**config.mk**
```make
export PLATFORM = sky130hd
export DESIGN_NAME = decode_stage_p
export DESIGN_NICKNAME = d
export VERILOG_FILES = /design/src/rtl/decode_pkg.sv /design/src/rtl/regfile_2r1w.sv /design/src/rtl/decode_stage_p.sv
export SDC_FILE = /design/constraint.sdc
export NUM_CORES = 1
export LEC_CHECK = 0
export CAP_MARGIN = 20
export CORE_UTILIZATION = 45
export DETAILED_ROUTE_END_ITERATION = 8
export PLACE_DENSITY = 0.74
export SYNTH_ARGS = -nofsm -noshare
export SYNTH_HDL_FRONTEND = slang
export SYNTH_SLANG_ARGS = --single-unit
export TNS_END_PERCENT = 50
```
**constraint.sdc**
```tcl
create_clock -name clk -period 2.2 [get_ports clk]
set_input_delay 0.33 -clock clk [delete_from_list [all_inputs] [get_ports clk]]
set_output_delay 0.33 -clock clk [all_outputs]
set_load 0.02 [all_outputs]
```
**src/rtl/decode_pkg.sv**
```systemverilog
// decode_pkg: shared definitions for the decode stage.
//   - opcode constants (OPC_LD, OPC_LDI, OPC_BR)
//   - field-extract helpers for the {opcode, src1, src2, dest} instruction
//     layout, parametrised on the register-address and opcode widths
//   - idex_ctl_t: control half of the ID/EX boundary (valid + branch pulse)
package decode_pkg;

  localparam int INST_MAX_W  = 64;
  localparam int FIELD_MAX_W = 16;

  localparam logic [3:0] OPC_LD  = 4'hD;
  localparam logic [3:0] OPC_LDI = 4'hE;
  localparam logic [3:0] OPC_BR  = 4'hF;

  typedef struct packed {
    logic valid;
    logic branch;
  } idex_ctl_t;

  function automatic logic [FIELD_MAX_W-1:0] field_at(
    input logic [INST_MAX_W-1:0] inst,
    input int                    lsb,
    input int                    w
  );
    logic [INST_MAX_W-1:0] mask;
    mask = (INST_MAX_W'(1) << w) - INST_MAX_W'(1);
    return FIELD_MAX_W'((inst >> lsb) & mask);
  endfunction

  function automatic logic [FIELD_MAX_W-1:0] get_opcode(
    input logic [INST_MAX_W-1:0] inst, input int reg_aw, input int opc_w);
    return field_at(inst, 3 * reg_aw, opc_w);
  endfunction

  function automatic logic [FIELD_MAX_W-1:0] get_src1(
    input logic [INST_MAX_W-1:0] inst, input int reg_aw);
    return field_at(inst, 2 * reg_aw, reg_aw);
  endfunction

  function automatic logic [FIELD_MAX_W-1:0] get_src2(
    input logic [INST_MAX_W-1:0] inst, input int reg_aw);
    return field_at(inst, reg_aw, reg_aw);
  endfunction

  function automatic logic [FIELD_MAX_W-1:0] get_dest(
    input logic [INST_MAX_W-1:0] inst, input int reg_aw);
    return field_at(inst, 0, reg_aw);
  endfunction

endpackage

```
**src/rtl/regfile_2r1w.sv**
```systemverilog
// regfile_2r1w: 2**AW x DATA_W register file, two asynchronous read ports,
// one synchronous write port.
//   clk, rst_n            clock, asynchronous active-low reset (clears all)
//   rd_addr1/rd_data1     read port 1
//   rd_addr2/rd_data2     read port 2
//   wr_en/wr_addr/wr_data write port, lands at the clock edge
// Register 0 always reads zero and ignores writes. A read of the address
// being written in the same cycle returns the write data (bypass).
module regfile_2r1w #(
  parameter int DATA_W = 16,
  parameter int AW     = 4
) (
  input  logic              clk,
  input  logic              rst_n,
  input  logic [AW-1:0]     rd_addr1,
  output logic [DATA_W-1:0] rd_data1,
  input  logic [AW-1:0]     rd_addr2,
  output logic [DATA_W-1:0] rd_data2,
  input  logic              wr_en,
  input  logic [AW-1:0]     wr_addr,
  input  logic [DATA_W-1:0] wr_data
);

  logic [DATA_W-1:0] regs [2**AW];

  logic wr_live;
  assign wr_live = wr_en && (wr_addr != '0);

  always_ff @(posedge clk or negedge rst_n) begin
    if (!rst_n) begin
      for (int i = 0; i < 2**AW; i++) regs[i] <= '0;
    end else if (wr_live) begin
      regs[wr_addr] <= wr_data;
    end
  end

  assign rd_data1 = (rd_addr1 == '0)                 ? '0      :
                    (wr_live && wr_addr == rd_addr1) ? wr_data :
                                                       regs[rd_addr1];
  assign rd_data2 = (rd_addr2 == '0)                 ? '0      :
                    (wr_live && wr_addr == rd_addr2) ? wr_data :
                                                       regs[rd_addr2];

endmodule

```
**src/rtl/decode_stage_p.sv**
```systemverilog
// decode_stage_p: decode stage between fetch and execute.
//   clk, reset                    clock, asynchronous active-low reset
//   i_inst_valid, i_inst, i_pc    instruction from fetch {opcode,src1,src2,dest}
//   i_hold                        execute cannot accept; ID/EX frozen
//   i_flush                       squash ID/EX and any pending branch kill
//   i_wb_en/i_wb_addr/i_wb_data   write-back port into the register file
//   o_stall                       combinational; fetch re-presents next cycle
//   o_valid, o_opcode, o_src1, o_src2, o_dest, o_data1, o_data2, o_pc
//                                 registered ID/EX contents
//   o_branch, o_branch_target     branch in ID/EX and its target
module decode_stage_p
  import decode_pkg::*;
#(
  parameter int DATA_W = 16,
  parameter int REG_AW = 4,
  parameter int OPC_W  = 4,
  parameter int PC_W   = 12,
  parameter int INST_W = OPC_W + 3 * REG_AW
) (
  input  logic              clk,
  input  logic              reset,
  input  logic              i_inst_valid,
  input  logic [INST_W-1:0] i_inst,
  input  logic [PC_W-1:0]   i_pc,
  input  logic              i_hold,
  input  logic              i_flush,
  input  logic              i_wb_en,
  input  logic [REG_AW-1:0] i_wb_addr,
  input  logic [DATA_W-1:0] i_wb_data,
  output logic              o_stall,
  output logic              o_valid,
  output logic [OPC_W-1:0]  o_opcode,
  output logic [REG_AW-1:0] o_src1,
  output logic [REG_AW-1:0] o_src2,
  output logic [REG_AW-1:0] o_dest,
  output logic [DATA_W-1:0] o_data1,
  output logic [DATA_W-1:0] o_data2,
  output logic [PC_W-1:0]   o_pc,
  output logic              o_branch,
  output logic [PC_W-1:0]   o_branch_target
);

  if (INST_W != OPC_W + 3 * REG_AW) begin : g_inst_w_illegal
    $error("decode_stage_p: INST_W must equal OPC_W + 3*REG_AW");
  end

  localparam logic [OPC_W-1:0] OP_LD  = OPC_W'(OPC_LD);
  localparam logic [OPC_W-1:0] OP_LDI = OPC_W'(OPC_LDI);
  localparam logic [OPC_W-1:0] OP_BR  = OPC_W'(OPC_BR);

  // ---- stage p0: field split, register read, immediate and target ----
  logic [INST_MAX_W-1:0]    inst_x_p0;
  logic [OPC_W-1:0]         opc_p0;
  logic [REG_AW-1:0]        src1_p0, src2_p0, dest_p0;
  logic [DATA_W-1:0]        rd1_p0, rd2_p0, data2_p0;
  logic signed [PC_W-1:0]   off_p0;
  logic [PC_W-1:0]          tgt_p0;
  logic                     is_br_p0;

  assign inst_x_p0 = INST_MAX_W'(i_inst);
  assign opc_p0    = OPC_W'(get_opcode(inst_x_p0, REG_AW, OPC_W));
  assign src1_p0   = REG_AW'(get_src1(inst_x_p0, REG_AW));
  assign src2_p0   = REG_AW'(get_src2(inst_x_p0, REG_AW));
  assign dest_p0   = REG_AW'(get_dest(inst_x_p0, REG_AW));

  regfile_2r1w #(
    .DATA_W (DATA_W),
    .AW     (REG_AW)
  ) u_regfile (
    .clk      (clk),
    .rst_n    (reset),
    .rd_addr1 (src1_p0),
    .rd_data1 (rd1_p0),
    .rd_addr2 (src2_p0),
    .rd_data2 (rd2_p0),
    .wr_en    (i_wb_en),
    .wr_addr  (i_wb_addr),
    .wr_data  (i_wb_data)
  );

  // LDI carries its immediate in the src2/dest fields instead of a register
  assign data2_p0 = (opc_p0 == OP_LDI) ? DATA_W'({src2_p0, dest_p0}) : rd2_p0;

  assign off_p0   = PC_W'($signed(dest_p0));
  assign tgt_p0   = i_pc + $unsigned(off_p0);
  assign is_br_p0 = (opc_p0 == OP_BR);

  // ---- stage p1: ID/EX register ----
  idex_ctl_t          ctl_p1;
  logic               kill_p1;
  logic [OPC_W-1:0]   opc_p1;
  logic [REG_AW-1:0]  src1_p1, src2_p1, dest_p1;
  logic [DATA_W-1:0]  data1_p1, data2_p1;
  logic [PC_W-1:0]    pc_p1, tgt_p1;

  logic hazard, accept_vld, wb_hit1, wb_hit2;

  // Load result is not available until after execute, so a dependent
  // instruction right behind a load must wait one cycle.
  assign hazard = ctl_p1.valid && (opc_p1 == OP_LD) && (dest_p1 != '0) &&
                  ((dest_p1 == src1_p0) || (dest_p1 == src2_p0)) &&
                  i_inst_valid;

  // Gated by reset so the stall is low while reset is asserted.
  assign o_stall    = reset && (i_hold || hazard);
  assign accept_vld = i_inst_valid && !kill_p1;

  // Held operands track write-back so they never go stale; an LDI operand2
  // is an immediate and is left alone.
  assign wb_hit1 = i_wb_en && (i_wb_addr != '0) && (i_wb_addr == src1_p1);
  assign wb_hit2 = i_wb_en && (i_wb_addr != '0) && (i_wb_addr == src2_p1) &&
                   (opc_p1 != OP_LDI);

  always_ff @(posedge clk or negedge reset) begin
    if (!reset) begin
      ctl_p1   <= '0;
      kill_p1  <= 1'b0;
      opc_p1   <= '0;
      src1_p1  <= '0;
      src2_p1  <= '0;
      dest_p1  <= '0;
      data1_p1 <= '0;
      data2_p1 <= '0;
      pc_p1    <= '0;
      tgt_p1   <= '0;
    end else if (i_flush) begin
      ctl_p1  <= '0;
      kill_p1 <= 1'b0;
    end else if (i_hold) begin
      if (wb_hit1) data1_p1 <= i_wb_data;
      if (wb_hit2) data2_p1 <= i_wb_data;
    end else if (hazard) begin
      ctl_p1 <= '0;
    end else begin
      ctl_p1.valid  <= accept_vld;
      ctl_p1.branch <= accept_vld && is_br_p0;
      // The kill is consumed by the next real instruction; fetch bubbles
      // leave it pending.
      if (i_inst_valid) kill_p1 <= accept_vld && is_br_p0;
      opc_p1   <= opc_p0;
      src1_p1  <= src1_p0;
      src2_p1  <= src2_p0;
      dest_p1  <= dest_p0;
      data1_p1 <= rd1_p0;
      data2_p1 <= data2_p0;
      pc_p1    <= i_pc;
      tgt_p1   <= tgt_p0;
    end
  end

  assign o_valid         = ctl_p1.valid;
  assign o_branch        = ctl_p1.branch;
  assign o_opcode        = opc_p1;
  assign o_src1          = src1_p1;
  assign o_src2          = src2_p1;
  assign o_dest          = dest_p1;
  assign o_data1         = data1_p1;
  assign o_data2         = data2_p1;
  assign o_pc            = pc_p1;
  assign o_branch_target = tgt_p1;

endmodule

```
# Yosys cells after proc, flatten, opt, wreduce, memory -nomap -nowiden
# Cells that the tools add are included.
[classes] n_addsub=1 n_lt_le_gt_ge=4 n_eq_ne=15 n_mux=27 n_bitwise=6 reduce_logical=26
[ops] operator="$bwmux W256" n=1
[ops] operator="$mux W16" n=16
[ops] operator="$bmux W16 S4" n=2
[ops] operator="$demux W16 S4" n=1
[ops] operator="$eq A4 B4 Y1" n=6
[ops] operator="$ge A5 B5 Y1 const B" n=3
[ops] operator="$not A4 Y5" n=3
[ops] operator="$logic_and A1 B1 Y1" n=14
[ops] operator="$add A12 B12 Y12" n=1
[ops] operator="$eq A4 B4 Y1 const B" n=3
[ops] operator="$reduce_and A3 Y1" n=4
[ops] operator="$logic_not A4 Y1" n=2
[ops] operator="$reduce_bool A4 Y1" n=2
[ops] operator="$mux W2" n=3
[ops] operator="$ne A2 B1 Y1 const B" n=3
[ops] operator="$lt A5 B1 Y1 const B" n=1
[ops] operator="$mux W1" n=4
[ops] operator="$ne A2 B2 Y1 const B" n=2
[ops] operator="$ne A4 B4 Y1 const B" n=1
[ops] operator="$not A1 Y1" n=3
[ops] operator="$logic_or A1 B1 Y1" n=2
[ops] operator="$reduce_bool A2 Y1" n=1
[ops] operator="$logic_not A1 Y1" n=1
[word_totals] register_bits=331 input_bits=54 output_inout_bits=75 word_cells=106

# Logic depth before layout (Yosys ltp)
[depth] word_depth=9 depth_mapped=10 ltp_nobuf=8

# Cells and area by module
# From an unflattened synthesis, not the netlist that was laid out.
[unflattened] cells_unflattened=1378 area_unflattened_um2=18207.5
[modules_own_cells] module="regfile_2r1w" instances=1 cells_each=1050 area_each_um2=14207.4 seq_area_each_um2=6406.1
[modules_own_cells] module="decode_stage_p" instances=1 cells_each=328 area_each_um2=4000.1 seq_area_each_um2=1876.8

# Least setup slack after synthesis
# No wires, ideal clock.
[synth_path] kind="input to register" start="in i_inst[0]" end="reg tgt_p1[10], in the netlist o_branch_target[10]" setup_time_ps=126 t_arrival_ps=2321 t_required_ps=2074 path_slack_ps=-247 cell_stages=8 path_buffers=0 path_cell_list="ha_1 -> fa_1 -> a21o_1 -> o21ba_2 -> o21a_1 -> o41ai_1 -> o21ai_0 -> o32a_1"
[synth_via] elab_chain_len=1
[synth_lines] element="from (decl)" line="decode_stage_p.sv:23" source="input logic [INST_W-1:0] i_inst,"
[synth_lines] element="$add A12 B12 Y12" line="decode_stage_p.sv:85" source="assign tgt_p0 = i_pc + $unsigned(off_p0);"
[synth_lines] element="to (signal assigned)" line="decode_stage_p.sv:147" source="tgt_p1 <= tgt_p0;"
[synth_lines] element="to (decl)" line="decode_stage_p.sv:94" source="logic [PC_W-1:0] pc_p1, tgt_p1;"
# No other way between the ends.
# A chain may end at the register's enable or synchronous reset.

# Worst setup path in the final report
[layout_path] start="reg opc_p1[1], in the netlist o_opcode[1]" end="out o_stall"
[layout_via] elab_chain_len=7
[layout_lines] element="from (decl)" line="decode_stage_p.sv:91" source="logic [OPC_W-1:0] opc_p1;"
[layout_lines] element="from (signal assigned)" line="decode_stage_p.sv:140" source="opc_p1 <= opc_p0;"
[layout_lines] element="$eq A4 B4 Y1" line="decode_stage_p.sv:100" source="assign hazard = ctl_p1.valid && (opc_p1 == OP_LD) && (dest_p1 != '0) &&"
[layout_lines] element="$logic_and A1 B1 Y1 (3 in series)" line="decode_stage_p.sv:100"
[layout_lines] element="$logic_and A1 B1 Y1" line="decode_stage_p.sv:101" source="((dest_p1 == src1_p0) || (dest_p1 == src2_p0)) &&"
[layout_lines] element="$logic_or A1 B1 Y1" line="decode_stage_p.sv:105" source="assign o_stall = reset && (i_hold || hazard);"
[layout_lines] element="$logic_and A1 B1 Y1" line="decode_stage_p.sv:105"
[layout_lines] element="to (decl)" line="decode_stage_p.sv:30" source="output logic o_stall,"
# No other way between the ends.

==> results.sh <==
export IMPL_ff2ff_path_depth=9
export IMPL_cts_sinks=331
export IMPL_drt_first_pass_iters=5
export IMPL_worst_path_max_fanout=2
export IMPL_finalHoldViolations=0
export IMPL_row_count=72
export IMPL_place_inst=1973
export IMPL_combPwrFrac_pct=26.8
export IMPL_synth_cell_types=58
export IMPL_layout_commonest_cell="dfrtp_1"
export IMPL_grt_max_degree=182
export IMPL_ctsHtreeMaxLevel=2
export IMPL_crit_type="flip-flop to primary output"
export IMPL_placed_area_um2=21050
export IMPL_cp_data_arrival_time_ps=1990
export IMPL_r2r_slack_ps=-100
export IMPL_fin_crit_ps=2323
export IMPL_critPathMaxStageDelay_ps=550
export IMPL_finalWorstSetupSlack_ps=-122.9
export IMPL_synth_edf_count=0
export IMPL_initial_core_util_pct=45.75
export IMPL_layout_common_cells="dfrtp_1 (326), mux2_2 (294), buf_4 (143)"
export IMPL_endpoint_kind="primary output"
export IMPL_avgSynthCellArea_um2=13.93
export IMPL_core_area_um2=38830
export IMPL_final_cell_area_um2=22530
export IMPL_peakVddDrop_uv=514.1
export IMPL_tightest_slew_ps=1089
export IMPL_max_freq_mhz=430.5
export IMPL_nets=1569
export IMPL_max_slew_margin_pct=27.38
export IMPL_ant_nets=0
export IMPL_antenna_found_initial=1
export IMPL_hold_path_end="o_pc[0]"
export IMPL_startpoint_type="flip-flop"
export IMPL_drv_cap=0
export IMPL_sequentialPowerShare_pct=42.4
export IMPL_root_buffer="clkbuf_16"
export IMPL_ios=129
export IMPL_drc=0
export IMPL_cts_buffers=36
export IMPL_synth_warnings=0
export IMPL_worst_clock_skew_ps=16.32
export IMPL_required_ps=1870
export IMPL_die_w_um=200.7
export IMPL_yosys_most_used_dff="dfrtp_1"
export IMPL_gr_total_overflow=0
export IMPL_power_leakage_nw=9.523
export IMPL_swShare_pct=28.58
export IMPL_r2r_end="o_pc[7]"
export IMPL_hold_path_cell_count=2
export IMPL_crit_start="o_opcode[1]"
export IMPL_hp_start="i_pc[0]"
export IMPL_power_density_nw_per_um2=876.8
export IMPL_synthesis_area_um2=17760
export IMPL_clockBufferDepth=3
export IMPL_setup_violations=42
export IMPL_grt_pass1_vias=13060
export IMPL_syn_inst=1275
export IMPL_num_vias=12484
export IMPL_worstPathCellList="or4_4 -> a21oi_4 -> a21oi_2 -> nor2b_1 -> buf_4"
export IMPL_routedWlPerCell_um=25.14
export IMPL_layout_drive_gt1_share_pct=47.29
export IMPL_die_y_um=200.7
export IMPL_async_reset_ff_share_pct=100.0
export IMPL_power_mw=19.76
export IMPL_finalNonFillerCells=2048
export IMPL_via_per_inst=6.096
export IMPL_outcome="complete, but fails checks"
export IMPL_gp_congestion=0.8687
export IMPL_grt_pass1_wl_um=79390
export IMPL_cts_tree="done"
export IMPL_p_sw_mw=5.647
export IMPL_synth_nets=1341
export IMPL_rsz0062_at_grt="true"
export IMPL_area_growth_pct=26.86
export IMPL_ys_ff_latch=331
export IMPL_routed_wl_um=51500
export IMPL_dp_hpwl_um=33650
export IMPL_p_int_mw=14.11
export IMPL_crit_path_top_delay_cell="or4_4"
export IMPL_reg2reg_from="o_dest[0]"
export IMPL_power_frac_clock_pct=30.8
export IMPL_min_path_type="input pin to flip-flop"
export IMPL_violations="setup timing"
export IMPL_grt_usage_pct=25.63
export IMPL_finalCritPeriodShare_pct=105.6
export IMPL_final_core_util_pct=58.04
export IMPL_slew_violations=0
export IMPL_dieArea_um2=40270
export IMPL_clk_latency_ps=550
export IMPL_io_buffers=128
export IMPL_drtIter0Drc=971
export IMPL_ys_seq_area_share_pct=46.63
export IMPL_path_clk_slew_ps=60
registers in the layout, indices dropped and copies added (netlist names):
name	cells
u_regfile.regs	256
o_data1	16
o_data2	16
o_branch_target	12
o_pc	12
o_dest	4
o_opcode	4
o_src1	4
o_src2	4
kill_p1	1
o_branch	1
o_valid	1
per-stage QoR:
step                setup slack (ps)  hold WS [ps]  TNS [ps]
floorplan                     -32.18         34.41    -54.83
global placement              -649.1         376.3    -44350
detailed placement            -728.9         384.0    -51450
CTS                           -111.0         240.7    -127.1
global route                  -204.0         263.2     -6018
finish                        -122.9         251.3     -2211
cells in the mapped netlist, drive strengths merged (2+ instances only):
cell | n | area [um^2]
dfrtp | 331 | 8283
mux2 | 313 | 3562
mux4 | 117 | 2635
clkbuf | 79 | 296.5
buf | 54 | 296.5
mux2i | 46 | 460.4
nor2 | 46 | 172.7
a21oi | 36 | 187.7
a211oi | 27 | 207.7
nor2b | 27 | 168.9
a22o | 25 | 219.0
nand2 | 23 | 86.33
xnor2 | 22 | 192.7
ha | 11 | 137.6
o22ai | 11 | 68.82
xor2 | 11 | 96.34
o21ai | 10 | 50.05
a221oi | 7 | 61.31
a31oi | 6 | 37.54
nand3b | 6 | 45.04
nand2b | 5 | 31.28
nand3 | 5 | 25.02
o221ai | 5 | 43.79
inv | 4 | 15.01
nand4 | 4 | 25.02
nor3 | 4 | 20.02
a21o | 3 | 22.52
a41o | 3 | 30.03
nor3b | 3 | 22.52
o21bai | 3 | 26.27
or3 | 3 | 18.77
a21boi | 2 | 15.01
a32oi | 2 | 17.52
and3 | 2 | 12.51
nand4b | 2 | 17.52
nor4 | 2 | 12.51
logic make-up after synthesis:
family / Yosys count / synth area share (%)
adder cells (fa/ha/maj): 12 / 0.8875
flip-flops: 331 / 46.63
AND/OR/NAND/NOR: 136 / 3.902
XOR/XNOR: 33 / 1.627
multiplexers: 476 / 37.48
AO/OA/AOI/OAI: 150 / 6.051
buffers and inverters: 137 / 3.423
area by class of cell:
type,instances,area [um^2]
Antenna cell,1,2.502
Clock buffer,52,1052
Clock inverter,12,125.1
Fill cell,2940,16290
Inverter,4,15.01
Multi-Input combinational cell,807,9046
Sequential cell,331,8289
Tap cell,518,648.1
Timing Repair Buffer,323,3356
layer usage:
| layer | part of all wire (%) | global-route usage [%] | vias to the layer above |
|---|---|---|---|
| li1 | - | - | 5290 |
| met1 | 42 | 35.29 | 6557 |
| met2 | 48 | 41.23 | 521 |
| met3 | 7.0 | 4.140 | 116 |
| met4 | 3.2 | 9.160 | 0 |
| met5 | 0 | 0 | - |
critical path: cells and delay by family (launching register included):
kind	cells	cell delay (ps)
buffers and inverters	1	150
AOI/OAI and AO/OA	2	240
and+or+nand+nor	2	660
DFF	1	400
worst max-delay path by stage:
stage	endpoint	slack (ps)	depth (start not counted)
2_1_floorplan	o_branch_target[10]	-30	8
3_3_place_gp	o_branch_target[10]	-650	9
3_5_place_dp	o_branch_target[10]	-730	9
4_1_cts	o_stall	-110	5
5_1_grt	o_stall	-200	7
6_report	o_stall	-120	5
power by group through the flow:
| stage | logic [mW] | registers, mW | clock network [mW] |
|---|---|---|---|
| 4_1_cts | 5.22 | 8.34 | 6.15 |
| 3_5_place_dp | 5.14 | 8.43 | 0 |
| 2_1_floorplan | 3.04 | 8.46 | 0 |
| 3_3_place_gp | 5.00 | 8.30 | 0 |
| 6_report | 5.29 | 8.37 | 6.09 |
| 5_1_grt | 5.62 | 8.53 | 6.41 |
timing repair:
action,CTS,global route
setup endpoints to repair,46,71
buffers inserted,2,2
gates resized for setup,21,18
pin swaps,4,7
hold buffers,1,0
cloned,0,5
hold endpoints to repair,111,0
Note: power is estimated with default switching activity, not from simulation.
